## config.mk

```make
export PLATFORM = sky130hd
export DESIGN_NAME = mmul_sim_flat
export DESIGN_NICKNAME = d
export VERILOG_FILES = /design/src/rtl/mmul_sim_if.sv /design/src/rtl/mmul_sim.sv /design/src/flat_wrapper.sv
export SDC_FILE = /design/constraint.sdc
export NUM_CORES = 2
export LEC_CHECK = 0
export BUFFER_PORTS_ARGS = -buffer_cell sky130_fd_sc_hd__buf_4
export CAP_MARGIN = 10
export CORE_AREA = 10 10 479 481
export CTS_CLUSTER_DIAMETER = 40
export CTS_CLUSTER_SIZE = 8
export DETAILED_ROUTE_END_ITERATION = 7
export DIE_AREA = 0 0 489 491
export PLACE_DENSITY = 0.71
export SLEW_MARGIN = 40
export SYNTH_ARGS = -nofsm -noshare
export SYNTH_HDL_FRONTEND = slang
export SYNTH_SLANG_ARGS = --single-unit
export TNS_END_PERCENT = 1
```

## constraint.sdc

```tcl
create_clock -name clk -period 16.9 [get_ports clk]
set_input_delay 2.535 -clock clk [delete_from_list [all_inputs] [get_ports clk]]
set_output_delay 2.535 -clock clk [all_outputs]
set_load 0.02 [all_outputs]
```

## src/rtl/mmul_sim_if.sv

```systemverilog
// Host-side word-serial port of the 256-bit modular multiplier: load strobes, start, readout and debug taps.
// master = host driving operands and strobes, slave = the multiplier engine.
interface mmul_sim_if;
    logic [15:0]  datain;
    logic         loada;
    logic         loadb;
    logic         loadp;
    logic         mmul_en;
    logic         outc;
    logic         outd;
    logic         outb;
    logic [15:0]  regcout;
    logic [15:0]  regdout;
    logic [15:0]  regbout;
    logic [1:0]   c_flag;
    logic         mmul_rdy;
    logic [256:0] regb257;
    logic [256:0] regc257;
    logic [256:0] regd257;

    modport master (
        output datain, loada, loadb, loadp, mmul_en, outc, outd, outb,
        input  regcout, regdout, regbout, c_flag, mmul_rdy,
        input  regb257, regc257, regd257
    );

    modport slave (
        input  datain, loada, loadb, loadp, mmul_en, outc, outd, outb,
        output regcout, regdout, regbout, c_flag, mmul_rdy,
        output regb257, regc257, regd257
    );
endinterface

```

## src/rtl/mmul_sim.sv

```systemverilog
// C = (A*B) mod P, MSB-first interleaved shift-add; 256 iterations, done 256 cycles after the start edge.
// No backpressure: mmul_rdy low while running, and every strobe is ignored until it returns high.
// MMUL_DEBUG_PORTS_EN exposes full B/C/D on regb257/regc257/regd257, otherwise those ports read 0.
module mmul_sim (
    input  logic       clk,
    input  logic       rst,
    mmul_sim_if.slave  bus
);

    localparam logic [0:0] ST_IDLE = 1'b0;
    localparam logic [0:0] ST_RUN  = 1'b1;

    logic [0:0]   state_q, state_d;
    logic [255:0] a_q, a_d;
    logic [256:0] b_q, b_d;
    logic [256:0] c_q, c_d;
    logic [256:0] d_q, d_d;
    logic [7:0]   cnt_q, cnt_d;
    logic [1:0]   flag_q, flag_d;

    logic [257:0] p_ext;
    logic [257:0] t_sum;
    logic [257:0] t_red1;
    logic [256:0] t_red2;
    logic         idle;

    assign idle = (state_q == ST_IDLE);

    // Word rotation for readout; bit 256 stays put so 16 strobes restore the register.
    function automatic logic [256:0] rot16(input logic [256:0] r);
        return {r[256], r[15:0], r[255:16]};
    endfunction

    // One iteration: 2C + A[i]*B is below 3P when C, B < P, so two conditional subtractions suffice.
    always_comb begin
        p_ext  = {1'b0, d_q};
        t_sum  = {c_q, 1'b0} + (a_q[cnt_q] ? {1'b0, b_q} : 258'd0);
        t_red1 = (t_sum >= p_ext) ? (t_sum - p_ext) : t_sum;
        t_red2 = (t_red1 >= p_ext) ? 257'(t_red1 - p_ext) : t_red1[256:0];
    end

    always_comb begin
        state_d = state_q;
        a_d     = a_q;
        b_d     = b_q;
        c_d     = c_q;
        d_d     = d_q;
        cnt_d   = cnt_q;
        flag_d  = flag_q;

        case (state_q)
            ST_IDLE: begin
                if (bus.mmul_en) begin
                    c_d = 257'd0;
                    if (d_q == 257'd0) begin
                        flag_d = 2'b10;
                    end else begin
                        flag_d  = 2'b00;
                        cnt_d   = 8'd255;
                        state_d = ST_RUN;
                    end
                end else if (bus.loada) begin
                    a_d    = {bus.datain, a_q[255:16]};
                    flag_d = 2'b00;
                end else if (bus.loadb) begin
                    b_d    = {b_q[256], bus.datain, b_q[255:16]};
                    flag_d = 2'b00;
                end else if (bus.loadp) begin
                    d_d    = {d_q[256], bus.datain, d_q[255:16]};
                    flag_d = 2'b00;
                end else begin
                    // Readout strobes are independent so all three registers can stream together.
                    if (bus.outc) c_d = rot16(c_q);
                    if (bus.outd) d_d = rot16(d_q);
                    if (bus.outb) b_d = rot16(b_q);
                end
            end
            ST_RUN: begin
                c_d = t_red2;
                if (cnt_q == 8'd0) begin
                    flag_d  = 2'b01;
                    state_d = ST_IDLE;
                end else begin
                    cnt_d = cnt_q - 8'd1;
                end
            end
            default: begin
                state_d = ST_IDLE;
            end
        endcase
    end

    always_ff @(posedge clk or negedge rst) begin
        if (!rst) begin
            state_q <= ST_IDLE;
            a_q     <= 256'd0;
            b_q     <= 257'd0;
            c_q     <= 257'd0;
            d_q     <= 257'd0;
            cnt_q   <= 8'd0;
            flag_q  <= 2'b00;
        end else begin
            state_q <= state_d;
            a_q     <= a_d;
            b_q     <= b_d;
            c_q     <= c_d;
            d_q     <= d_d;
            cnt_q   <= cnt_d;
            flag_q  <= flag_d;
        end
    end

    assign bus.regcout  = c_q[15:0];
    assign bus.regdout  = d_q[15:0];
    assign bus.regbout  = b_q[15:0];
    assign bus.c_flag   = flag_q;
    assign bus.mmul_rdy = idle;

`ifdef MMUL_DEBUG_PORTS_EN
    assign bus.regb257 = b_q;
    assign bus.regc257 = c_q;
    assign bus.regd257 = d_q;
`else
    assign bus.regb257 = 257'd0;
    assign bus.regc257 = 257'd0;
    assign bus.regd257 = 257'd0;
`endif

endmodule

```

## src/flat_wrapper.sv

```systemverilog
// flat-port wrapper written by rule: the top's interface ports become plain ports
module mmul_sim_flat 
  (clk, rst, bus_datain, bus_loada, bus_loadb, bus_loadp, bus_mmul_en, bus_outc, bus_outd, bus_outb, bus_regcout, bus_regdout, bus_regbout, bus_c_flag, bus_mmul_rdy, bus_regb257, bus_regc257, bus_regd257);
  mmul_sim_if bus_i ();
  input  logic clk;
  input  logic rst;
  input wire logic [$bits(bus_i.datain)-1:0] bus_datain;
  input wire logic [$bits(bus_i.loada)-1:0] bus_loada;
  input wire logic [$bits(bus_i.loadb)-1:0] bus_loadb;
  input wire logic [$bits(bus_i.loadp)-1:0] bus_loadp;
  input wire logic [$bits(bus_i.mmul_en)-1:0] bus_mmul_en;
  input wire logic [$bits(bus_i.outc)-1:0] bus_outc;
  input wire logic [$bits(bus_i.outd)-1:0] bus_outd;
  input wire logic [$bits(bus_i.outb)-1:0] bus_outb;
  output wire logic [$bits(bus_i.regcout)-1:0] bus_regcout;
  output wire logic [$bits(bus_i.regdout)-1:0] bus_regdout;
  output wire logic [$bits(bus_i.regbout)-1:0] bus_regbout;
  output wire logic [$bits(bus_i.c_flag)-1:0] bus_c_flag;
  output wire logic [$bits(bus_i.mmul_rdy)-1:0] bus_mmul_rdy;
  output wire logic [$bits(bus_i.regb257)-1:0] bus_regb257;
  output wire logic [$bits(bus_i.regc257)-1:0] bus_regc257;
  output wire logic [$bits(bus_i.regd257)-1:0] bus_regd257;
  assign bus_i.datain = bus_datain;
  assign bus_i.loada = bus_loada;
  assign bus_i.loadb = bus_loadb;
  assign bus_i.loadp = bus_loadp;
  assign bus_i.mmul_en = bus_mmul_en;
  assign bus_i.outc = bus_outc;
  assign bus_i.outd = bus_outd;
  assign bus_i.outb = bus_outb;
  assign bus_regcout = bus_i.regcout;
  assign bus_regdout = bus_i.regdout;
  assign bus_regbout = bus_i.regbout;
  assign bus_c_flag = bus_i.c_flag;
  assign bus_mmul_rdy = bus_i.mmul_rdy;
  assign bus_regb257 = bus_i.regb257;
  assign bus_regc257 = bus_i.regc257;
  assign bus_regd257 = bus_i.regd257;
  mmul_sim u_core (.clk(clk), .rst(rst), .bus(bus_i));
endmodule
```

==> results.md <==
- Storage element area: 25900 µm²
- Status: completed
- Initial Util: 0.498
- Hpwl dp: 449000 µm
- Clock Latency Late Sink: 0.93 ns
- Synth top area cells: dfrtp_1, ha_1, a21oi_1
- Highest Signal Layer: met5
- Worst setup path endpoint: u_core.c_q[234]$_DFFE_PN0P_
- Worst setup path startpoint: u_core.cnt_q[0]$_DFFE_PN0P_
- Max-slew headroom: 0.341
- Share of cells above drive strength 1: 0.250
- Max cap viols: 0
- Core area: 219000 µm²
- Worst stage delay on the critical path: 0.72 ns
- CP Launch Type: flip-flop
- End-of-flow core utilization: 0.625
- GR Util All Layers: 0.422
- Synth-to-layout area growth: 25.5%
- Die H: 491 µm
- Area of the multi-input gates: 75900 µm²
- Max Clk Rate: 59.4 MHz
- CTS tree: built
- R2r startpoint: u_core.cnt_q[0]$_DFFE_PN0P_
- Worst Tran Pin Value: 0.978 ns
- #FFs+latches synth: 1036
- Clock-pin slew reported for the worst setup and hold paths after clock tree synthesis: 0.06 ns
- Layout Skew: 0.104 ns
- Via Count: 118290
- Pin count of the biggest net entering global routing: 137
- Port bufs: 75
- Met1 WL: 200000 µm
- Leading area contributor after synthesis: dfrtp_1
- WL met2: 233000 µm
- Hold depth: 1
- EDFF count, synth: 0
- First DRT Iteration DRCs: 13709
- # fillers: 19956
- Fin. max-slew vios: 0
- Routed WL: 543000 µm
- Slowest cell on crit path: mux4_4
- GR Overflow Total: 0
- Reg2Reg Depth: 76
- Die area: 240000 µm²
- # setup viols final: 0
- CP most frequent cell: buf_4
- Post-DRT Antenna Nets: 0
- Placed Cells: 18854
- Setup crit end kind: flip-flop
- Final hold violation count: 0
- Pre-antenna DRT Iters: 7
- WS Path Type: reg -> reg
- Cell count after synthesis: 14004
- Crit Reg-Reg Endpoint: u_core.c_q[234]$_DFFE_PN0P_
- FF-to-FF setup slack: 0.07 ns
- Die X: 489 µm
- Vias in the first global route: 113374
- WP data arrival: 17.59 ns
- Crit-path max FO: 16
- Net count, final: 17031
- CTS root buf: clkbuf_16
- RSZ-0062 raised after global routing: true
- Number of H-tree levels: 4
- Syn Area/Cell: 7.80 µm²
- Netlist Area Pre-Place: 109000 µm²
- Synth top area share: 0.237
- Synth warn: 0
- Metal3 WL: 57000 µm
- I/O pins: 847
- HP Class: reg -> reg
- Dominant synthesized flop cell: dfrtp_1
- Sequential area share after synthesis: 0.237
- Final period demand of the worst path: 16.83 ns
- Via-per-instance ratio: 6.14
- Avg WL per Cell: 28.2 µm
- Initial antenna violation count: 31
- Fraction of registers with async set/reset: 1.00
- Tcrit/Tclk final: 0.996
- Yosys cell types: 97
- First-pass GRT wire length: 758000 µm
- TritonCTS buffer count: 198
- Core Rows: 172
- Final estimated routing congestion in global placement: 1.11
- Critical path data required time: 17.66 ns
- CTS Buffer Depth: 3
- Non-Filler Instances: 19259
- Clock sinks: 1036
- DR DRC count: 0
## cells in the final DEF (no fill, tap or decap), drive strengths merged, types with 266 or more instances in the layout
| cell type | n |
|---|---|
| a21o | 302 |
| a21oi | 1613 |
| and2 | 288 |
| buf | 2865 |
| conb | 771 |
| dfrtp | 1036 |
| ha | 769 |
| inv | 565 |
| mux2 | 507 |
| mux2i | 371 |
| nand2 | 1362 |
| nand4 | 476 |
| nor2 | 1029 |
| o21ai | 1229 |
| o21bai | 276 |
| xnor2 | 496 |
| xor2 | 266 |
## worst max-delay path, delay by kind of cell, from the launching register on
family | cells | cell delay (ns)
compound gates | 27 | 4.81
xor+xnor | 2 | 0.50
fa+ha+maj | 3 | 0.84
buf+inv | 21 | 3.53
flops | 1 | 0.50
mux | 4 | 2.23
simple gates | 19 | 4.12
## sequential cells by signal, summed over array words and instances, names as in the netlist
signal / count
u_core.bus.c_flag: 2
u_core.a_q: 256
u_core.b_q: 256
u_core.d_q: 256
u_core.state_q: 1
u_core.cnt_q: 8
u_core.c_q: 257
## cell usage after synthesis, types with 32 or more instances
library cell,n
a21oi_1,1611
nand2_1,1362
o21ai_0,1168
dfrtp_1,1036
nor2_1,1027
buf_4,821
ha_1,769
clkbuf_1,681
inv_1,564
mux2_2,507
xnor2_1,496
nand4_1,476
mux2i_1,371
a21o_1,302
and2_1,288
o21bai_1,275
xor2_1,266
nor3_1,201
o22ai_1,155
nor4_1,148
o21a_1,143
nand3_1,111
nand2b_1,91
mux4_2,85
o211ai_1,83
a31oi_1,77
buf_2,74
o31ai_1,71
a21boi_0,70
nor2b_1,62
o21ai_1,61
or3_1,56
or2_2,50
a211oi_1,34
and3_1,33
a221oi_1,32
## worst min-delay path by stage
stage	to	slack, ns	start
final	u_core.bus.c_flag[0]$_DFFE_PN0P_	0.50	u_core.bus.c_flag[0]$_DFFE_PN0P_
after global routing	u_core.a_q[2]$_DFFE_PN0P_	0.52	u_core.a_q[2]$_DFFE_PN0P_
after CTS	u_core.bus.c_flag[0]$_DFFE_PN0P_	0.49	u_core.bus.c_flag[0]$_DFFE_PN0P_
after detailed placement	u_core.bus.c_flag[0]$_DFFE_PN0P_	0.48	u_core.bus.c_flag[0]$_DFFE_PN0P_
after global placement	u_core.b_q[249]$_DFFE_PN0P_	0.48	u_core.b_q[249]$_DFFE_PN0P_
after floorplan	u_core.b_q[240]$_DFFE_PN0P_	0.46	u_core.b_q[240]$_DFFE_PN0P_
## metrics by stage
| stage | TNS [ns] | hold slack (ns) | instance area (µm²) | setup WS (ns) |
|---|---|---|---|---|
| 6_report | 0 | 0.504 | 137000 | 0.0702 |
| 5_1_grt | -6.68 | 0.522 | 137000 | -0.168 |
| 4_1_cts | 0 | 0.494 | 135000 | 0.00711 |
| 3_5_place_dp | -436.98 | 0.483 | 128000 | -1.89 |
| 3_3_place_gp | -430.10 | 0.480 | 128000 | -1.83 |
| 2_1_floorplan | 0 | 0.459 | 112000 | 1.64 |
## timing repair
| item | 4_1_cts | 5_1_grt |
|---|---|---|
| hold buffers | 0 | 0 |
| resized for setup | 48 | 221 |
| buffers inserted | 4 | 31 |
| pin swaps | 12 | 60 |
| endpoints found under the setup margin | 257 | 257 |
| cloned | 1 | 12 |
## cell type report
class	count	area share
multi-input combinational	11557	0.554
sequential	1036	0.189
timing repair buffer	2877	0.165
clock buffer	245	0.0391
tap	2871	0.0262
inverter	564	0.0155
clock inverter	92	0.0109
antenna	17	0.000310
## routing by layer
layer | up-vias | global-route usage
met1 | 56411 | 0.509
met2 | 6750 | 0.649
met5 | - | 0
li1 | 53183 | -
met3 | 1924 | 0.0988
met4 | 22 | 0.318
## logic make-up after synthesis
| logic type | count (synthesis) | share of synthesized area |
|---|---|---|
| buf+inv | 2181 | 0.105 |
| simple gates | 3980 | 0.171 |
| flops | 1036 | 0.237 |
| other cells | 1 | 0.0000343 |
| fa+ha+maj | 772 | 0.0887 |
| xor+xnor | 762 | 0.0611 |
| compound gates | 4309 | 0.232 |
| mux | 963 | 0.104 |
Power is not shown: default switching activity piles up to over one toggle a cycle in this logic, so the estimate is an artifact.
